[config.mk]
export PLATFORM = sky130hd
export DESIGN_NAME = ps2_kb_rx
export DESIGN_NICKNAME = d
export VERILOG_FILES = /design/src/rtl/ps2_kb_rx.sv
export SDC_FILE = /design/constraint.sdc
export NUM_CORES = 1
export LEC_CHECK = 0
export BUFFER_PORTS_ARGS = -buffer_cell sky130_fd_sc_hd__buf_2
export CELL_PAD_IN_SITES_DETAIL_PLACEMENT = 0
export CELL_PAD_IN_SITES_GLOBAL_PLACEMENT = 1
export CORE_MARGIN = 2
export CORE_UTILIZATION = 50
export DETAILED_ROUTE_END_ITERATION = 6
export GPL_TIMING_DRIVEN = 0
export PLACE_DENSITY = 0.79
export SYNTH_ARGS = -nofsm -noshare
export SYNTH_HDL_FRONTEND = slang
export SYNTH_SLANG_ARGS = --single-unit
export TNS_END_PERCENT = 1
[constraint.sdc]
create_clock -name clk_i -period 5.3 [get_ports clk_i]
set_clock_uncertainty 0.05 [all_clocks]
set_input_delay 0.795 -clock clk_i [delete_from_list [all_inputs] [get_ports clk_i]]
set_output_delay 0.795 -clock clk_i [all_outputs]
set_load 0.1 [all_outputs]
[src/rtl/ps2_kb_rx.sv]
// PS/2 keyboard receiver: synchronizes and filters the PS/2 clock and decodes 11-bit frames.
// Good bytes go into a first-word-fall-through FIFO; frame and overflow errors are sticky.
module ps2_kb_rx #(
    parameter int unsigned FIFO_DEPTH     = 8,
    parameter int unsigned FILTER_LEN     = 8,
    parameter int unsigned TIMEOUT_CYCLES = 10000
) (
    input  logic       clk_i,
    input  logic       rst_i,
    input  logic       kb_clk_i,
    input  logic       kb_dat_i,
    input  logic       rd_i,
    input  logic       clr_err_i,
    output logic [7:0] data_o,
    output logic       valid_o,
    output logic [4:0] count_o,
    output logic       frame_err_o,
    output logic       overflow_o
);

    localparam int unsigned PW = (FIFO_DEPTH > 1) ? $clog2(FIFO_DEPTH) : 1;
    localparam int unsigned FW = $clog2(FILTER_LEN + 1);
    localparam int unsigned TW = $clog2(TIMEOUT_CYCLES + 1);
    localparam int unsigned CW = 5;

    typedef enum logic [1:0] {
        S_IDLE,
        S_DATA,
        S_PARITY,
        S_STOP
    } state_e;

    logic [1:0]    kclk_sync_q, kdat_sync_q;
    logic          kclk_s, kdat_s;
    logic          kclk_f_q, kclk_f_d;
    logic [FW-1:0] flt_cnt_q, flt_cnt_d;
    logic          fall_c;

    state_e        state_q, state_d;
    logic [2:0]    bit_cnt_q, bit_cnt_d;
    logic [7:0]    shreg_q, shreg_d;
    logic          par_q, par_d;
    logic [TW-1:0] tmo_q, tmo_d;
    logic          push_c, ferr_ev_c;

    logic [7:0]    mem_q [FIFO_DEPTH];
    logic [PW-1:0] wr_ptr_q, wr_ptr_d, rd_ptr_q, rd_ptr_d;
    logic [CW-1:0] count_q, count_d;
    logic [7:0]    data_q, data_d;
    logic          valid_q, valid_d;
    logic          ferr_q, ferr_d, ovf_q, ovf_d;
    logic          pop_c, full_c, wr_en_c, ovf_ev_c;

    assign kclk_s = kclk_sync_q[1];
    assign kdat_s = kdat_sync_q[1];

    // Glitch filter: the filtered clock flips only after FILTER_LEN samples of the new level
    always_comb begin
        flt_cnt_d = '0;
        kclk_f_d  = kclk_f_q;
        fall_c    = 1'b0;
        if (kclk_s != kclk_f_q) begin
            if (flt_cnt_q == FW'(FILTER_LEN - 1)) begin
                kclk_f_d = kclk_s;
                fall_c   = kclk_f_q;
            end else begin
                flt_cnt_d = flt_cnt_q + FW'(1);
            end
        end
    end

    // Frame decoder with inter-edge timeout
    always_comb begin
        state_d   = state_q;
        bit_cnt_d = bit_cnt_q;
        shreg_d   = shreg_q;
        par_d     = par_q;
        tmo_d     = '0;
        push_c    = 1'b0;
        ferr_ev_c = 1'b0;
        if (state_q != S_IDLE && !fall_c) begin
            if (tmo_q == TW'(TIMEOUT_CYCLES - 1)) begin
                state_d   = S_IDLE;
                ferr_ev_c = 1'b1;
            end else begin
                tmo_d = tmo_q + TW'(1);
            end
        end
        if (fall_c) begin
            case (state_q)
                S_IDLE: begin
                    if (!kdat_s) begin
                        state_d   = S_DATA;
                        bit_cnt_d = 3'd0;
                    end
                end
                S_DATA: begin
                    shreg_d   = {kdat_s, shreg_q[7:1]};
                    bit_cnt_d = bit_cnt_q + 3'd1;
                    if (bit_cnt_q == 3'd7) begin
                        state_d = S_PARITY;
                    end
                end
                S_PARITY: begin
                    par_d   = kdat_s;
                    state_d = S_STOP;
                end
                S_STOP: begin
                    state_d = S_IDLE;
                    if (kdat_s && (^{shreg_q, par_q})) begin
                        push_c = 1'b1;
                    end else begin
                        ferr_ev_c = 1'b1;
                    end
                end
                default: state_d = S_IDLE;
            endcase
        end
    end

    // FIFO bookkeeping; the registered head is computed from the post-update pointers
    always_comb begin
        pop_c    = rd_i && valid_q;
        full_c   = (count_q == CW'(FIFO_DEPTH));
        wr_en_c  = push_c && (!full_c || pop_c);
        ovf_ev_c = push_c && full_c && !pop_c;
        wr_ptr_d = wr_en_c ? wr_ptr_q + PW'(1) : wr_ptr_q;
        rd_ptr_d = pop_c ? rd_ptr_q + PW'(1) : rd_ptr_q;
        count_d  = count_q;
        if (wr_en_c && !pop_c) begin
            count_d = count_q + CW'(1);
        end else if (pop_c && !wr_en_c) begin
            count_d = count_q - CW'(1);
        end
        valid_d = (count_d != '0);
        data_d  = 8'h00;
        if (count_d != '0) begin
            if (wr_en_c && (wr_ptr_q == rd_ptr_d)) begin
                data_d = shreg_q;
            end else begin
                data_d = mem_q[rd_ptr_d];
            end
        end
        ferr_d = ferr_ev_c || (ferr_q && !clr_err_i);
        ovf_d  = ovf_ev_c || (ovf_q && !clr_err_i);
    end

    always_ff @(posedge clk_i) begin
        if (rst_i) begin
            kclk_sync_q <= 2'b11;
            kdat_sync_q <= 2'b11;
            kclk_f_q    <= 1'b1;
            flt_cnt_q   <= '0;
            state_q     <= S_IDLE;
            bit_cnt_q   <= 3'd0;
            shreg_q     <= 8'h00;
            par_q       <= 1'b0;
            tmo_q       <= '0;
            wr_ptr_q    <= '0;
            rd_ptr_q    <= '0;
            count_q     <= '0;
            data_q      <= 8'h00;
            valid_q     <= 1'b0;
            ferr_q      <= 1'b0;
            ovf_q       <= 1'b0;
        end else begin
            kclk_sync_q <= {kclk_sync_q[0], kb_clk_i};
            kdat_sync_q <= {kdat_sync_q[0], kb_dat_i};
            kclk_f_q    <= kclk_f_d;
            flt_cnt_q   <= flt_cnt_d;
            state_q     <= state_d;
            bit_cnt_q   <= bit_cnt_d;
            shreg_q     <= shreg_d;
            par_q       <= par_d;
            tmo_q       <= tmo_d;
            wr_ptr_q    <= wr_ptr_d;
            rd_ptr_q    <= rd_ptr_d;
            count_q     <= count_d;
            data_q      <= data_d;
            valid_q     <= valid_d;
            ferr_q      <= ferr_d;
            ovf_q       <= ovf_d;
        end
    end

    always_ff @(posedge clk_i) begin
        if (!rst_i && wr_en_c) begin
            mem_q[wr_ptr_q] <= shreg_q;
        end
    end

    assign data_o      = data_q;
    assign valid_o     = valid_q;
    assign count_o     = count_q;
    assign frame_err_o = ferr_q;
    assign overflow_o  = ovf_q;

endmodule

==> results.json <==
{
  "status": "complete, no violations",
  "htreeDepth": 4,
  "ys_types": 51,
  "grt_max_degree": 17,
  "post-dp-hpwl_um": 6350,
  "syn_to_final_growth_pct": 16.1,
  "port_buffers": 21,
  "cts_resized": 0,
  "max-slew-margin-rel_pct": 16.6,
  "synth_top_family_by_area": "multiplexers",
  "synth_mux_area_share_pct": 14.7,
  "drt-initial-drc-count": 171,
  "syn-cell-area_sq_um": 5240,
  "hold_class": "flop to flop",
  "fp.dieArea_sq_um": 11300,
  "synth-compound-area-share_pct": 4.56,
  "synthFlopType": "edfxtp_1",
  "leakagePower_nw": 2.22,
  "syn_inst": 394,
  "cts.reportedPaths.clkPinSlew_ns": 0.06,
  "placed_area_sq_um": 5520,
  "crit_fanout": 12,
  "drv_slew": 0,
  "finalHoldViolations": 0,
  "min_period_ns": 3.31,
  "detail-route-antenna-nets": 0,
  "crit_cells": 6,
  "cp-end-kind": "flop",
  "die_w_um": 106,
  "synth-xor-area-share_pct": 5.30,
  "synth_top_cell_by_area": "edfxtp_1",
  "power_density_nw_per_um2": 485,
  "wl_um": 9600,
  "grt_pass1_vias": 3073,
  "yosysSeqAreaShare_pct": 59.2,
  "grt_antenna_before_repair": 0,
  "track_usage_pct": 18.1,
  "die_h_um": 106,
  "synth_fa_ha_area_share_pct": 2.15,
  "synth_edf_count": 64,
  "finalCritPeriodShare_pct": 62.5,
  "yosys.area_share.simple_pct": 11.8,
  "clk_latency_ns": 0.51,
  "cts_buffers": 17,
  "crit_buf_inv": 1,
  "final_common_cell": "edfxtp_1",
  "n_antenna_cell": 0,
  "rows": 37,
  "root_buffer": "clkbuf_8",
  "worst_pin_slew_ns": 1.24,
  "post_cts_buffers": 0,
  "ff2ff_path_depth": 6,
  "synth.area.top_cells": "edfxtp_1 37%, dfxtp_1 23%, mux4_2 6.9%",
  "cp_slowest_stage_delay_ns": 0.97,
  "final_nets": 449,
  "synth_seq_cells": 123,
  "ys.warnings.count": 0,
  "viasPerCell": 5.35,
  "critical_path_class": "flop to flop",
  "crit_required_ns": 5.37,
  "cts.sinks": 123,
  "fin_tns_setup_ns": 0,
  "synthArstFlopShare_pct": 0,
  "clockBufferDepth": 2,
  "cp_slowest_cell": "nor3_1",
  "crit_family": "simple AND/OR/NAND/NOR gates",
  "holdBufCountCts": 0,
  "critPathArrivalTime_ns": 3.39,
  "initial_utilization_pct": 51.2,
  "cp-start-kind": "flop",
  "setup_viol": 0,
  "min_delay_path_depth": 1,
  "rsz0062_at_grt": "no",
  "postLayoutCellArea_sq_um": 6080,
  "clock.fmax_mhz": 302,
  "grt_overflow": 0,
  "globalplace.congestion": 0.809,
  "worstPathCellList": "xor2_1, xnor3_1, mux2_4, buf_6, nand3_1, nor3_1",
  "synth_nets": 409,
  "io_pins": 22,
  "synth_top_area_share_pct": 36.7,
  "grt_pass1_wl_um": 15400,
  "syn_avg_cell_area_sq_um": 13.3,
  "drtPass1Iterations": 4,
  "drc": 0,
  "tritoncts": "built",
  "avgRoutedWirePerCell_um": 16.5,
  "ir_worst_vdd_mv": 0.505,
  "drive_above_1_share_pct": 21.5,
  "vias": 3117,
  "max-cap-violations": 0,
  "coreArea_sq_um": 10200,
  "final_cell_mix": "64 x edfxtp_1, 59 x dfxtp_1, 54 x nor2_1"
}
-- path summary, 6_finish.rpt --
kind	from	endpoint	slack (ns)
min	kclk_sync_q[0]	kclk_sync_q[1]	0.36
max reg2reg	shreg_q[1]	mem_q[0][5]	1.99
min reg2reg	kclk_sync_q[0]	kclk_sync_q[1]	0.36
max	shreg_q[1]	mem_q[0][5]	1.99
-- synth_stat cells (all sizes together), types with 3 or more instances --
cell,n
edfxtp,64
dfxtp,59
nor2,54
mux2i,26
mux4,16
nand3,15
xnor2,14
inv,12
nand2,12
mux2,10
clkbuf,9
ha,9
xor2,9
a41oi,8
nor3,8
a21oi,6
o21ai,6
buf,5
nand2b,5
nor2b,5
or2,5
and3,4
a211o,3
a22oi,3
and2,3
nor4b,3
-- sequential cells by signal, indices dropped and copies added (netlist names) --
signal	flops
mem_q	64
tmo_q	14
data_o	8
shreg_q	8
count_o	5
flt_cnt_q	4
bit_cnt_q	3
rd_ptr_q	3
wr_ptr_q	3
kclk_sync_q	2
kdat_sync_q	2
state_q	2
frame_err_o	1
kclk_f_q	1
overflow_o	1
par_q	1
valid_o	1
-- area by class of cell --
| type | count | area (sq um) |
|---|---|---|
| Tap cell | 136 | 170 |
| Fill cell | 788 | 4150 |
| Buffer | 14 | 75.1 |
| Multi-Input combinational cell | 245 | 2020 |
| Clock inverter | 15 | 153 |
| Inverter | 12 | 45.0 |
| Timing Repair Buffer | 21 | 105 |
| Sequential cell | 123 | 3100 |
| Clock buffer | 17 | 414 |
-- report_power, final --
part           internal [W]  switching, W
registers           0.00104     0.0000360
clock network      0.000640      0.000461
logic              0.000251      0.000525
total               0.00193       0.00102
-- per-stage QoR --
step / hold WS (ns) / utilization, % / total power (W) / setup WS (ns) / cells
CTS: 0.368 / 59.5 / 0.00297 / 1.88 / 583
global route: 0.375 / 59.5 / 0.00306 / 1.75 / 583
finish: 0.362 / 59.5 / 0.00295 / 1.99 / 583
global placement: 0.341 / 53.9 / 0.00187 / 1.77 / 551
detailed placement: 0.349 / 53.9 / 0.00188 / 1.78 / 551
floorplan: 0.339 / - / 0.00174 / 2.05 / 394
-- kinds of logic after synthesis --
group	Yosys count
buffers and inverters	26
AO/OA/AOI/OAI	33
flip-flops	123
XOR/XNOR	26
multiplexers	52
adder cells (fa/ha/maj)	9
AND/OR/NAND/NOR	125
-- routing by layer --
layer | vias to the layer above | routed length, um | global-route usage (%)
li1 | 1542 | - | -
met1 | 1510 | 4290 | 22.7
met2 | 54 | 4740 | 30.0
met3 | 11 | 387 | 4.29
met4 | 0 | 173 | 7.80
met5 | - | 0 | 0
-- worst reg2reg max path: stages (launching register included) --
cell and delay (ns):
dfxtp_1 0.59, xor2_1 0.19, xnor3_1 0.50, mux2_4 0.30, buf_6 0.17, nand3_1 0.15
nor3_1 0.97
Power figures use the tool's default switching activity.
